$ cat src/rtl/u409_tack_engine_if.sv
// u409_tack_engine_if: 68040 transfer-acknowledge bus bundle between the
// address decode side (master) and the TACK engine (slave).
interface u409_tack_engine_if #(
  parameter int NUM_CH = 4,
  parameter int WS_W   = 4
);

  logic                   TSn;
  logic                   LINE;
  logic [NUM_CH-1:0]      SPACE_SEL;
  logic [NUM_CH*WS_W-1:0] WAIT_CFG;
  logic [NUM_CH-1:0]      BURST_OK;
  logic [NUM_CH-1:0]      EXT_MODE;
  logic [NUM_CH-1:0]      EXT_ACK;
  logic                   TACK_OUT;
  logic                   TACK_OE;
  logic                   TBIn;
  logic                   TEAn;
  logic                   BUSY;

  modport master (
    output TSn, LINE, SPACE_SEL, WAIT_CFG, BURST_OK, EXT_MODE, EXT_ACK,
    input  TACK_OUT, TACK_OE, TBIn, TEAn, BUSY
  );

  modport slave (
    input  TSn, LINE, SPACE_SEL, WAIT_CFG, BURST_OK, EXT_MODE, EXT_ACK,
    output TACK_OUT, TACK_OE, TBIn, TEAn, BUSY
  );

endinterface

$ cat src/rtl/u409_tack_engine.sv
// u409_tack_engine: transfer-acknowledge generator for the 68040 local bus.
// Produces TACKn drive/enable, TBIn and TEAn from one-hot space selects and
// per-channel wait/burst/external-ack configuration. The TACKn pad itself
// lives in the top level.
// Optional: define TACK_TIMEOUT_EN to build the external-ack bus-error
// timeout (TEAn after TO_CYCLES WAIT cycles); otherwise TEAn is tied high.
module u409_tack_engine #(
  parameter int NUM_CH    = 4,
  parameter int WS_W      = 4,
  parameter int TO_W      = 8,
  parameter int TO_CYCLES = 200
) (
  input  logic               CLK40,
  input  logic               RESET,
  u409_tack_engine_if.slave  bus
);

  localparam int CH_W = (NUM_CH > 1) ? $clog2(NUM_CH) : 1;

  localparam logic [2:0] S_IDLE    = 3'd0;
  localparam logic [2:0] S_WAIT    = 3'd1;
  localparam logic [2:0] S_ACK     = 3'd2;
  localparam logic [2:0] S_RELEASE = 3'd3;
  localparam logic [2:0] S_TOUT    = 3'd4;

  logic [2:0]      state_q, state_d;
  logic [CH_W-1:0] ch_q, ch_d;
  logic [WS_W-1:0] w_q, w_d;
  logic [WS_W-1:0] cnt_q, cnt_d;
  logic [1:0]      beats_q, beats_d;
  logic            ext_q, ext_d;
  logic            inhibit_q, inhibit_d;
  logic            first_q, first_d;

  logic            start;
  logic [CH_W-1:0] sel_ch;
  logic [WS_W-1:0] sel_w;
  logic            sel_bok;
  logic            sel_ext;

  logic            tack_out_q;
  logic            tack_oe_q;
  logic            tbi_n_q;
  logic            busy_q;

`ifdef TACK_TIMEOUT_EN
  localparam logic [TO_W-1:0] TO_LAST = TO_W'(TO_CYCLES - 1);
  logic [TO_W-1:0] to_q, to_d;
  logic            tea_n_q;
`endif

  assign start = !bus.TSn && (|bus.SPACE_SEL);

  // Lowest-index selected channel wins; capture its configuration fields.
  always_comb begin
    sel_ch  = '0;
    sel_w   = '0;
    sel_bok = 1'b0;
    sel_ext = 1'b0;
    for (int unsigned i = NUM_CH; i > 0; i--) begin
      if (bus.SPACE_SEL[i-1]) begin
        sel_ch  = CH_W'(i - 1);
        sel_w   = bus.WAIT_CFG[(i-1)*WS_W +: WS_W];
        sel_bok = bus.BURST_OK[i-1];
        sel_ext = bus.EXT_MODE[i-1];
      end
    end
  end

  // Next-state and datapath update for the transfer sequencer.
  always_comb begin
    state_d   = state_q;
    ch_d      = ch_q;
    w_d       = w_q;
    cnt_d     = cnt_q;
    beats_d   = beats_q;
    ext_d     = ext_q;
    inhibit_d = inhibit_q;
    first_d   = first_q;
`ifdef TACK_TIMEOUT_EN
    to_d      = to_q;
`endif
    case (state_q)
      S_IDLE, S_RELEASE: begin
        if (start) begin
          state_d   = S_WAIT;
          ch_d      = sel_ch;
          w_d       = sel_w;
          cnt_d     = sel_w;
          ext_d     = sel_ext;
          // External channels never burst, so a line request to them is inhibited.
          beats_d   = (bus.LINE && sel_bok && !sel_ext) ? 2'd3 : 2'd0;
          inhibit_d = bus.LINE && !(sel_bok && !sel_ext);
          first_d   = 1'b1;
`ifdef TACK_TIMEOUT_EN
          to_d      = '0;
`endif
        end else begin
          state_d = S_IDLE;
        end
      end
      S_WAIT: begin
        if (ext_q) begin
          if (bus.EXT_ACK[ch_q]) begin
            state_d = S_ACK;
          end
`ifdef TACK_TIMEOUT_EN
          else if (to_q == TO_LAST) begin
            state_d = S_TOUT;
          end else begin
            to_d = to_q + 1'b1;
          end
`endif
        end else if (cnt_q == '0) begin
          state_d = S_ACK;
        end else begin
          cnt_d = cnt_q - 1'b1;
        end
      end
      S_ACK: begin
        first_d = 1'b0;
        if (beats_q != 2'd0) begin
          beats_d = beats_q - 2'd1;
          // The ACK cycle counts as the first of the W inter-beat cycles,
          // so the reload is W-1 to keep beat spacing at W+1 edges.
          if (w_q == '0) begin
            state_d = S_ACK;
          end else begin
            state_d = S_WAIT;
            cnt_d   = w_q - 1'b1;
          end
        end else begin
          state_d = S_RELEASE;
        end
      end
      S_TOUT:  state_d = S_IDLE;
      default: state_d = S_IDLE;
    endcase
  end

  // State registers, with outputs registered from the next state so they
  // change cleanly on the clock edge.
  always_ff @(posedge CLK40) begin
    if (RESET) begin
      state_q    <= S_IDLE;
      ch_q       <= '0;
      w_q        <= '0;
      cnt_q      <= '0;
      beats_q    <= '0;
      ext_q      <= 1'b0;
      inhibit_q  <= 1'b0;
      first_q    <= 1'b0;
      tack_out_q <= 1'b1;
      tack_oe_q  <= 1'b0;
      tbi_n_q    <= 1'b1;
      busy_q     <= 1'b0;
    end else begin
      state_q    <= state_d;
      ch_q       <= ch_d;
      w_q        <= w_d;
      cnt_q      <= cnt_d;
      beats_q    <= beats_d;
      ext_q      <= ext_d;
      inhibit_q  <= inhibit_d;
      first_q    <= first_d;
      tack_out_q <= (state_d != S_ACK);
      tack_oe_q  <= (state_d == S_ACK) || (state_d == S_RELEASE);
      tbi_n_q    <= !((state_d == S_ACK) && first_d && inhibit_d);
      busy_q     <= (state_d != S_IDLE);
    end
  end

`ifdef TACK_TIMEOUT_EN
  // Timeout counter and registered TEAn.
  always_ff @(posedge CLK40) begin
    if (RESET) begin
      to_q    <= '0;
      tea_n_q <= 1'b1;
    end else begin
      to_q    <= to_d;
      tea_n_q <= (state_d != S_TOUT);
    end
  end

  assign bus.TEAn = tea_n_q;
`else
  assign bus.TEAn = 1'b1;
`endif

  assign bus.TACK_OUT = tack_out_q;
  assign bus.TACK_OE  = tack_oe_q;
  assign bus.TBIn     = tbi_n_q;
  assign bus.BUSY     = busy_q;

endmodule

$ cat src/flat_wrapper.sv
// flat-port wrapper written by rule: the top's interface ports become plain ports
module u409_tack_engine_flat 
#(
  parameter int NUM_CH    = 4,
  parameter int WS_W      = 4,
  parameter int TO_W      = 8,
  parameter int TO_CYCLES = 200
)
  (CLK40, RESET, bus_TSn, bus_LINE, bus_SPACE_SEL, bus_WAIT_CFG, bus_BURST_OK, bus_EXT_MODE, bus_EXT_ACK, bus_TACK_OUT, bus_TACK_OE, bus_TBIn, bus_TEAn, bus_BUSY);
  u409_tack_engine_if #(.NUM_CH(NUM_CH), .WS_W(WS_W)) bus_i ();
  input  logic CLK40;
  input  logic RESET;
  input wire logic [$bits(bus_i.TSn)-1:0] bus_TSn;
  input wire logic [$bits(bus_i.LINE)-1:0] bus_LINE;
  input wire logic [$bits(bus_i.SPACE_SEL)-1:0] bus_SPACE_SEL;
  input wire logic [$bits(bus_i.WAIT_CFG)-1:0] bus_WAIT_CFG;
  input wire logic [$bits(bus_i.BURST_OK)-1:0] bus_BURST_OK;
  input wire logic [$bits(bus_i.EXT_MODE)-1:0] bus_EXT_MODE;
  input wire logic [$bits(bus_i.EXT_ACK)-1:0] bus_EXT_ACK;
  output wire logic [$bits(bus_i.TACK_OUT)-1:0] bus_TACK_OUT;
  output wire logic [$bits(bus_i.TACK_OE)-1:0] bus_TACK_OE;
  output wire logic [$bits(bus_i.TBIn)-1:0] bus_TBIn;
  output wire logic [$bits(bus_i.TEAn)-1:0] bus_TEAn;
  output wire logic [$bits(bus_i.BUSY)-1:0] bus_BUSY;
  assign bus_i.TSn = bus_TSn;
  assign bus_i.LINE = bus_LINE;
  assign bus_i.SPACE_SEL = bus_SPACE_SEL;
  assign bus_i.WAIT_CFG = bus_WAIT_CFG;
  assign bus_i.BURST_OK = bus_BURST_OK;
  assign bus_i.EXT_MODE = bus_EXT_MODE;
  assign bus_i.EXT_ACK = bus_EXT_ACK;
  assign bus_TACK_OUT = bus_i.TACK_OUT;
  assign bus_TACK_OE = bus_i.TACK_OE;
  assign bus_TBIn = bus_i.TBIn;
  assign bus_TEAn = bus_i.TEAn;
  assign bus_BUSY = bus_i.BUSY;
  u409_tack_engine #(.NUM_CH(NUM_CH), .WS_W(WS_W), .TO_W(TO_W), .TO_CYCLES(TO_CYCLES)) u_core (.CLK40(CLK40), .RESET(RESET), .bus(bus_i));
endmodule
$ cat config.mk
export PLATFORM = sky130hd
export DESIGN_NAME = u409_tack_engine_flat
export DESIGN_NICKNAME = d
export VERILOG_FILES = /design/src/rtl/u409_tack_engine_if.sv /design/src/rtl/u409_tack_engine.sv /design/src/flat_wrapper.sv
export SDC_FILE = /design/constraint.sdc
export NUM_CORES = 1
export LEC_CHECK = 0
export BUFFER_PORTS_ARGS = -buffer_cell sky130_fd_sc_hd__buf_2
export CAP_MARGIN = 40
export CORE_MARGIN = 4
export CORE_UTILIZATION = 25
export DETAILED_ROUTE_END_ITERATION = 8
export PLACE_DENSITY = 0.55
export SYNTH_ARGS = -nofsm -noshare
export SYNTH_HDL_FRONTEND = slang
export SYNTH_SLANG_ARGS = --single-unit
$ cat constraint.sdc
create_clock -name CLK40 -period 1.8 [get_ports CLK40]
set_input_delay 0.09 -clock CLK40 [delete_from_list [all_inputs] [get_ports CLK40]]
set_output_delay 0.09 -clock CLK40 [all_outputs]
set_load 0.05 [all_outputs]
Word-level counts from Yosys, hierarchy flattened --
Cells that the tools add are included.
Word-level totals: output and inout bits 5, register bits after elaboration 22
Operators by class: reductions and logical operators 24, $add $sub $neg 3, order comparisons 1, eq/ne operators 11, muxes and demuxes 39
Operators with widths (count):
- two-way mux 4 bit | 9
- two-way mux 2 bit | 9
- two-way mux 1 bit | 13
- == test 3 x 2 -> 1 bit (second input constant) | 4
- case mux 4 bit (3 select lines) | 1
- two-way mux 3 bit | 3
- case mux 3 bit (3 select lines) | 1
- zero test 4 bit | 2
- subtractor 4 x 1 -> 4 bit (second input constant) | 2
- logical AND 1 bit | 7
- != test 2 bit (second input constant) | 3
- AND reduction 6 bit | 1
- nonzero test 3 bit | 2
- zero test 1 bit | 4
- != test 2 x 1 -> 1 bit (second input constant) | 2
- case mux 2 bit (2 select lines) | 1
- nonzero test 2 bit | 2
- OR reduction 4 bit | 1
- == test 3 x 1 -> 1 bit (second input constant) | 1
- zero test 3 bit | 1
- less-than comparator 2 x 3 -> 1 bit (second input constant) | 1
- != test 3 x 2 -> 1 bit (second input constant) | 1
- AND reduction 3 bit | 1
- binary-select mux 1 bit (select 2 bit) | 1
- other kinds (5) | 5

Logic depth before layout (Yosys ltp) --
Gate-level depths: netlist of the first run.
depth after elaboration 12, mapped depth 7, gate-level depth less buffers 7

Least setup slack after synthesis of the first run --
Ideal clock, no wire load.
path type reg2reg, start point reg u_core.cnt_q[3], end point reg u_core.tbi_n_q, in the netlist u_core.bus.TBIn, library setup time 134 ps, clock period less this slack 1661 ps, stages on the path, launching flop included 5, buffers on the path 0, arrival time 1527 ps, path slack 139 ps, path through dfxtp_1 nor4_2 mux2_1 nand2b_1 or4b_1
On the way: word-level cells in the longest chain between the ends 8
RTL lines:
- from (decl) | line u409_tack_engine.sv:29 | logic [WS_W-1:0] cnt_q, cnt_d;
- from (signal assigned) | line u409_tack_engine.sv:161 | cnt_q <= cnt_d;
- zero test 4 bit | line u409_tack_engine.sv:114 | end else if (cnt_q == '0) begin
- two-way mux 3 bit | line u409_tack_engine.sv:114
- two-way mux 3 bit | line u409_tack_engine.sv:103 | if (ext_q) begin
- case mux 3 bit (3 select lines) | line u409_tack_engine.sv:83 | case (state_q)
- == test 3 x 2 -> 1 bit | line u409_tack_engine.sv:168 | tbi_n_q <= !((state_d == S_ACK) && first_d && inhibit_d);
- logical AND 1 bit (2 in a row) | line u409_tack_engine.sv:168
- zero test 1 bit | line u409_tack_engine.sv:168
- to (signal assigned) | line u409_tack_engine.sv:168
- to (decl) | line u409_tack_engine.sv:43 | logic tbi_n_q;
Every way passes these cells. A chain may end at the register's enable or synchronous reset.

Worst setup path in the final report of the first run --
start point reg u_core.state_q[1], end point reg u_core.tbi_n_q, in the netlist u_core.bus.TBIn
On the way: word-level cells in the longest chain between the ends 7, elaborated cells between the ends (all ways) 15, classes of those cells eq/ne (4); mux (6); reduce/logical (5)
RTL lines:
- from (decl) | line u409_tack_engine.sv:26 | logic [2:0] state_q, state_d;
- from (signal assigned) | line u409_tack_engine.sv:158 | state_q <= state_d;
- == test 3 x 2 -> 1 bit (tied with other cells) | line u409_tack_engine.sv:83
- OR reduction 2 bit / two-way mux 3 bit (equally long branches) | line u409_tack_engine.sv:83, u409_tack_engine.sv:103
- case mux 3 bit (3 select lines) | line u409_tack_engine.sv:83
- == test 3 x 2 -> 1 bit | line u409_tack_engine.sv:168
- logical AND 1 bit | line u409_tack_engine.sv:168
- logical AND 1 bit (*) | line u409_tack_engine.sv:168
- zero test 1 bit (*) | line u409_tack_engine.sv:168
Mark *: on every way between the ends. The rest lies on a longest branch, timed or not.

==> results.md, run 1 <==
* Run status: completed
* Xor-xnor portion of the synthesized cell area at 0.0191
* Ys async rst share at 0
* Commonest cells after routing, fill and taps aside: buf_2, dfxtp_1, nor2_1
* Core Area at between 5000 and 6000 um^2
* Area of all placed cells without fillers at between 1500 and 2000 um^2
* Share of the clock period used by the worst path after layout at 0.965
* GRT overflow at 0
* Count of vias placed by the detailed router at 1238
* Level count of the clock H-tree at 1
* DRC violation total after the first TritonRoute iteration at 37
* Clock tree from TritonCTS: yes
* Routed wire length at roughly 3.3 mm
* Setup slack, reg-to-reg at 0.06 ns
* NumNets Final at 224
* DRC at 0
* Power Total at roughly 1.2 mW
* Die Ht at approximately 80 um
* Clock skew at ~0.0014 ns
* R2r startpoint: u_core.state_q[1]
* Capture endpoint of the worst hold path: u_core.beats_q[0]
* Largest driver fanout on the critical path at 6
* Most common cell after layout, fill and taps aside: buf_2
* Share of synthesized area occupied by flip-flops and latches at 0.337
* # IOs at 41
* End of the worst register-to-register path: u_core.bus.TBIn
* Antenna violations before repair at 0
* Maximum operating frequency at approximately 580 MHz
* Clock slew at the register clock pins of the worst setup and hold paths at 0.08 ns
* Root buffer selected by CTS: clkbuf_8
* Via count of the first global-routing pass at 1134
* Mapped Area at approximately 1300 um^2
* DIE AREA at 6450 um^2
* Adder-Cell Fraction of Synth Area at 0.0191
* Type of the worst min-delay path: input pin to register
* Most frequently used flop master after synthesis: dfxtp_1
* Detail-routed via count per cell at just under 5
* Count of maximum capacitance violations at 0
* CTS Sinks at 22
* Weighted congestion reported at the end of routability-driven placement at around 0.8
* Setup repair after global routing missed its margin: true
* Hold Path Cell Cnt at 3
* Clock buffer count from CTS at 3
* Source-to-sink clock delay at the later pin of the worst-skew pair at about 0.26 ns
* Worst slew pin tran at 0.545 ns
* Number of standard-cell rows in the floorplan at 26
* Post-CTS Hold Buffers at 0
* Gate count of the mapped netlist at between 100 and 150
* Fill cell instance count of the final layout at between 500 and 600
* Final non-filler cell total at 255
* Simple-gate portion of the synthesized area at 0.219
* Warnings from Yosys at 0
* Final count of hold timing violations at 0
* Startpoint type of the worst setup path: register
* Arrival time of the worst setup path at between 1.5 and 2 ns
* Placed instance area at between 1500 and 2000 um^2
* Post-route setup TNS at 0 ns
* Synthesis-to-finish area growth at 27.3%
* Max-slew violation count at 0
* Pwr dens at slightly above 700 nW/um^2
* Worst Reg2Reg Path Length in Cells at 5
* Number of detailed-route iterations in the first pass at 4
* Final antenna diode count at 0
* I/O Buffers at 39
* Net count after synthesis at around 180
* Dpl hpwl at about 2.7 mm
* Leakage at 0.634 nW
* Synthesized flop and latch total at 22
* Overall routing resource usage at 0.103
* CTS max path bufs at 2
* Post-detailed-route count of antenna-violating nets at 0
* Crit path required time at between 1.5 and 2 ns
* Drt wl/cell at 12.9 um
* Maximum number of pins on one net before global-route repair at 22
* Global-route wire length before repair at a little over 5 mm
* Worst Min Path Start: bus_LINE
* Element type at the critical path end: register
* Multiplexer fraction of the synthesized cell area at 0.0565
* Relative slew slack at 0.632
* X dimension of the die at ~80 um
* Worst VDD drop at approximately 0.3 mV
* Compound-Gate Fraction of Synth Area at 0.290
* Initial Util at 0.258
* Cell variety after synth at 50
* Synthesized area divided by synthesized cell count at between 9 and 10 um^2
* Post-synth EDFFs at 0
* Worst setup path category: register to register
* Period minus WS final at 1.74 ns
* Dpl cells at approximately 250
* Final setup violation count at 0
* Layout cell share with drive strength beyond 1 at 0.384
* Dominant combinational cell family by area after synthesis: compound AO/OA/AOI/OAI gates
-- cell type report --
type | instances | area, um^2 | share of cell area
multi-input cells | 107 | 797 | 0.479
well taps | 70 | 87.6 | 0.0526
clock buffers | 4 | 55.1 | 0.0331
inverters | 3 | 11.3 | 0.00677
repair buffers | 49 | 270 | 0.162
flip-flops and latches | 22 | 443 | 0.266
-- cells by family (layout without fill, tap and decap cells) --
family,Yosys count,in the layout
flops,22,22
other cells,2,2
simple gates,51,51
compound gates,44,44
mux,6,6
buf+inv,11,56
xor+xnor,2,2
fa+ha+maj,2,2
-- synth_stat cells, types with 3 or more instances --
master,n,share of area
a211oi_1,4,0.023
a21oi_1,9,0.034
a221oi_1,4,0.027
buf_6,3,0.026
dfxtp_1,22,0.34
inv_1,3,0.0086
mux2i_1,4,0.031
nand2_1,12,0.034
nor2_1,16,0.046
nor3_1,5,0.019
o22ai_1,4,0.019
or2_1,3,0.014
-- sequential cells by signal (all words and copies together), names as in the netlist --
signal	count
u_core.first_q	1
u_core.inhibit_q	1
u_core.ext_q	1
u_core.beats_q	2
u_core.w_q	4
u_core.bus.TBIn	1
u_core.bus.TACK_OE	1
u_core.state_q	3
u_core.ch_q	2
u_core.cnt_q	4
u_core.bus.BUSY	1
u_core.bus.TACK_OUT	1
-- critical path, stage by stage (launching register included) --
cell       delay (ns)
dfxtp_2          0.35
xnor2_2          0.29
o311a_2          0.31
nand2_1          0.07
a2bb2oi_1        0.13
or4b_1           0.47
-- where the power goes --
part           leakage [nW]  switching (mW)  total [mW]  internal (mW)
Clock                0.0288           0.157       0.352          0.195
Sequential            0.181          0.0288       0.545          0.516
Combinational         0.425           0.149       0.282          0.134
-- per-stage QoR --
step,util,setup WS [ns],hold WS [ns]
final,0.328,0.0633,0.137
after global routing,0.328,-0.0191,0.141
after CTS,0.324,0.0254,0.136
after detailed placement,0.314,0.0402,0.418
after global placement,0.314,0.0739,0.427
after floorplan,-,0.139,0.196
-- per-layer routing --
layer,up-vias,share of wire,global-route usage
met5,-,0,0
met4,0,0.0088,0.0456
met3,2,0.058,0.0112
met2,46,0.45,0.165
met1,571,0.48,0.138
li1,619,-,-
-- how the worst max path moves through the flow --
stage                                  from         endpoint
after detailed placement  u_core.state_q[0]  u_core.bus.TBIn
after floorplan             u_core.cnt_q[3]  u_core.bus.TBIn
after global placement    u_core.state_q[0]  u_core.bus.TBIn
final                     u_core.state_q[1]  u_core.bus.TBIn
after global routing      u_core.state_q[2]  u_core.cnt_q[2]
after CTS                 u_core.state_q[0]  u_core.bus.TBIn
-- timing repair --
action	4_1_cts	5_1_grt
gates resized for setup	0	2
setup endpoints to repair	0	4
buffers inserted	0	2
(Power assumes the default switching activity.)
==> run 2: changes to the inputs <==
--- a/config.mk
+++ b/config.mk
@@ -5,12 +5,13 @@
 export SDC_FILE = /design/constraint.sdc
 export NUM_CORES = 1
 export LEC_CHECK = 0
+export ABC_AREA = 1
 export BUFFER_PORTS_ARGS = -buffer_cell sky130_fd_sc_hd__buf_2
 export CAP_MARGIN = 40
 export CORE_MARGIN = 4
 export CORE_UTILIZATION = 25
 export DETAILED_ROUTE_END_ITERATION = 8
-export PLACE_DENSITY = 0.55
+export PLACE_DENSITY = 0.54
 export SYNTH_ARGS = -nofsm -noshare
 export SYNTH_HDL_FRONTEND = slang
 export SYNTH_SLANG_ARGS = --single-unit
==> run 2 against run 1 <==
Count of clock-buffer cells in the layout shrank 1. Synthesized cell count grew 59%. Register-to-register slack better by 0.23 ns. Power increased by 15%. Critical endpoint is now u_core.cnt_q[2].
==> results.md, run 2 <==
* Dpl hpwl at 3.05 mm (+14%)
* Period minus WS final at 1.50 ns (-0.234 ns)
* Clock tree from TritonCTS: yes
* Core Area at 5570 um^2 (+9.8%)
* Final non-filler cell total at 333 (+31%)
* CP cell instances: inv_2 > nand2_2 > nor2_2 > nand2_1 > nand2_2 > ha_1 > or2_0 > nand3_1 > nand3_2 > a21oi_2
* Setup repair after global routing missed its margin: false
* Capture endpoint of the worst hold path: u_core.w_q[2]
* Cells taking the most area after synthesis: dfxtp_1, nand2_1, inv_1
* Die Ht at 84.5 um (+5.2%)
* Gate count of the mapped netlist at 222 (+59%)
* Type of the worst min-delay path: input pin to register
* Root buffer selected by CTS: clkbuf_8
* Hold Path Cell Cnt at 3 (unchanged)
* Fraction of post-synthesis cell area in the top cell type by area at 0.301 (-0.0357)
* Post-synth EDFFs at 0 (unchanged)
* Final setup violation count at 0 (unchanged)
* Most numerous cell on the critical path: nand2_2
* CTS Sinks at 22 (unchanged)
* Source-to-sink clock delay at the later pin of the worst-skew pair at 0.27 ns (about the same)
* DRC at 0 (unchanged)
* Most frequently used flop master after synthesis: dfxtp_1
* Antenna violations before repair at 0 (unchanged)
* Share of synthesized area occupied by flip-flops and latches at 0.301 (-0.0357)
* Commonest cells after routing, fill and taps aside: nand2_1, buf_2, inv_1
* Initial Util at 0.262 (+0.00476)
* X dimension of the die at 84.5 um (+5.2%)
* Post-CTS Hold Buffers at 0 (unchanged)
* GRT overflow at 0 (unchanged)
* DRC violation total after the first TritonRoute iteration at 75 (+100%)
* Global-route wire length before repair at 6.20 mm (+19%)
* Number of standard-cell rows in the floorplan at 27 (+3.8%)
* Final worst slack at 0.297 ns (+0.234 ns)
* Cell class contributing the biggest share of worst-path delay: simple AND/OR/NAND/NOR gates
* End of the worst register-to-register path: u_core.cnt_q[2]
* Cells resized by post-CTS repair at 0 (unchanged)
* Weighted congestion reported at the end of routability-driven placement at 0.847 (+5.6%)
* Maximum operating frequency at 666 MHz (+16%)
* Final antenna diode count at 0 (unchanged)
* Worst Min Path Start: bus_WAIT_CFG[2]
* Setup Slack @ Placement at 0.337 ns (+0.297 ns)
* Synthesis-to-finish area growth at 22.3%
* Count of maximum capacitance violations at 0 (unchanged)
* R2r startpoint: u_core.state_q[0]
* Ys async rst share at 0 (unchanged)
* Startpoint type of the worst setup path: register
* Cell types with the highest counts after synthesis: nand2_1, inv_1, dfxtp_1, nor2_1, a21oi_1
* Worst VDD drop at 0.386 mV (+28%)
* Net count after synthesis at 260 (+46%)
* Detail-routed via count per cell at 4.34 (-11%)
* NumNets Final at 300 (+34%)
* Power Total at 1.36 mW (+15%)
* Buf/Inv on CP at 1 (+1)
* Largest regs: u_core.cnt_q: 4 flops, u_core.w_q: 4 flops, u_core.state_q: 3 flops
* Drt wl/cell at 10.9 um (-15%)
* Dpl cells at 329 (+32%)
* Number of detailed-route iterations in the first pass at 4 (unchanged)
* Synthesized area divided by synthesized cell count at 6.59 um^2 (-29%)
* Clock slew at the register clock pins of the worst setup and hold paths at 0.08 ns (about the same)
* Final count of hold timing violations at 0 (unchanged)
* Cell with the largest stage delay on the worst path: dfxtp_1
* Setup repair bufs after CTS at 0 (unchanged)
* Post-detailed-route count of antenna-violating nets at 0 (unchanged)
* Delay of the slowest cell on the worst path at 0.40 ns (-0.07 ns)
* Most common cell after layout, fill and taps aside: nand2_1
* Element type at the critical path end: register
* Share of the clock period used by the worst path after layout at 0.835 (-0.130)
* CTS max path bufs at 2 (unchanged)
* Clock buffer count from CTS at 3 (unchanged)
* Overall routing resource usage at 0.105 (+0.00188)
* Run status: completed
* Max-slew violation count at 0 (unchanged)
* Cell taking the most area after synthesis: dfxtp_1
* Largest driver fanout on the critical path at 5 (-1)
* DIE AREA at 7140 um^2 (+11%)
* Post-route setup TNS at 0 ns (unchanged)
* Mapped Area at 1460 um^2 (+12%)
* Arrival time of the worst setup path at 1.72 ns (-0.16 ns)
* Count of vias placed by the detailed router at 1445 (+17%)
* Worst setup path category: register to register
* Setup slack, reg-to-reg at 0.30 ns (+0.23 ns)
* Via count of the first global-routing pass at 1398 (+23%)
* Leakage at 0.874 nW (+38%)
* Clock skew at 0.00317 ns (+0.00176 ns)
* Worst Reg2Reg Path Length in Cells at 10 (+5)
* I/O Buffers at 39 (unchanged)
* # IOs at 41 (unchanged)
* Warnings from Yosys at 0 (unchanged)
* Worst Hold Slack at 0.119 ns (-0.0186 ns)
* Crit path required time at 2.01 ns (+0.07 ns)
* Pwr dens at 760 nW/um^2 (+7.3%)
* Synthesized flop and latch total at 22 (unchanged)
* Cell variety after synth at 33 (-34%)
* Maximum number of pins on one net before global-route repair at 14 (-36%)
* Most frequent cell after synthesis: nand2_1
* Routed wire length at 3.65 mm (+11%)
* Level count of the clock H-tree at 1 (unchanged)
* Layout cell share with drive strength beyond 1 at 0.303 (-0.0811)
* Fill cell instance count of the final layout at 630 (+12%)
## run 2: cell types whose count changed in the layout (fill, tap and decap cells not counted), moves of 5 or more
cell     change
o21ai_1      +6
nand2_1     +41
inv_1       +24
inv_2        +5
a21oi_1      +8
buf_4        -8
nand3_1     +10
o21ai_0      +5
nand2_2      +9
## run 2: area by class of cell
class	count	area (um^2)	area share
Timing Repair Buffer	41	210	0.117
Clock buffer	3	41.3	0.0231
Clock inverter	1	30.0	0.0168
Tap cell	72	90.1	0.0503
Sequential cell	22	440	0.246
Inverter	33	126	0.0706
Multi-Input combinational cell	161	851	0.476
## run 2: metrics by stage
stage,cell area (um^2),utilization
after floorplan,1460,-
after global placement,1720,0.308
after detailed placement,1720,0.308
after CTS,1790,0.321
after global routing,1790,0.321
final,1790,0.321
## run 2: cell families after synthesis
group	count (synthesis)	synth area share
compound gates	45	0.184
fa+ha+maj	2	0.0171
buf+inv	39	0.117
flops	22	0.301
other cells	2	0.00513
simple gates	112	0.376
## run 2: worst max path at each step
| stage | start | end | slack, ns | cells past startpoint |
|---|---|---|---|---|
| 2_1_floorplan | u_core.state_q[2] | u_core.cnt_q[2] | 0.36 | 9 |
| 3_3_place_gp | u_core.state_q[0] | u_core.cnt_q[2] | 0.35 | 10 |
| 3_5_place_dp | u_core.state_q[0] | u_core.cnt_q[2] | 0.34 | 10 |
| 4_1_cts | u_core.state_q[0] | u_core.cnt_q[2] | 0.29 | 10 |
| 5_1_grt | u_core.state_q[0] | u_core.cnt_q[2] | 0.16 | 10 |
| 6_report | u_core.state_q[0] | u_core.cnt_q[2] | 0.30 | 10 |
## run 2: routing by layer
layer,part of all wire,GRT usage
met5,0,0
met4,0.0033,0.00863
met3,0.036,0.0294
met2,0.46,0.167
met1,0.50,0.146
## run 2: worst register-to-register path, stage by stage, from the launching register on
cell,delay [ns]
dfxtp_1,0.40
inv_2,0.07
nand2_2,0.09
nor2_2,0.07
nand2_1,0.08
nand2_2,0.07
ha_1,0.19
or2_0,0.21
nand3_1,0.08
nand3_2,0.07
a21oi_2,0.10
## run 2: power breakdown
group	internal, mW	switching [mW]	total [mW]
combinational	0.132	0.214	0.346
sequential	0.522	0.0200	0.542
clock	0.298	0.175	0.473
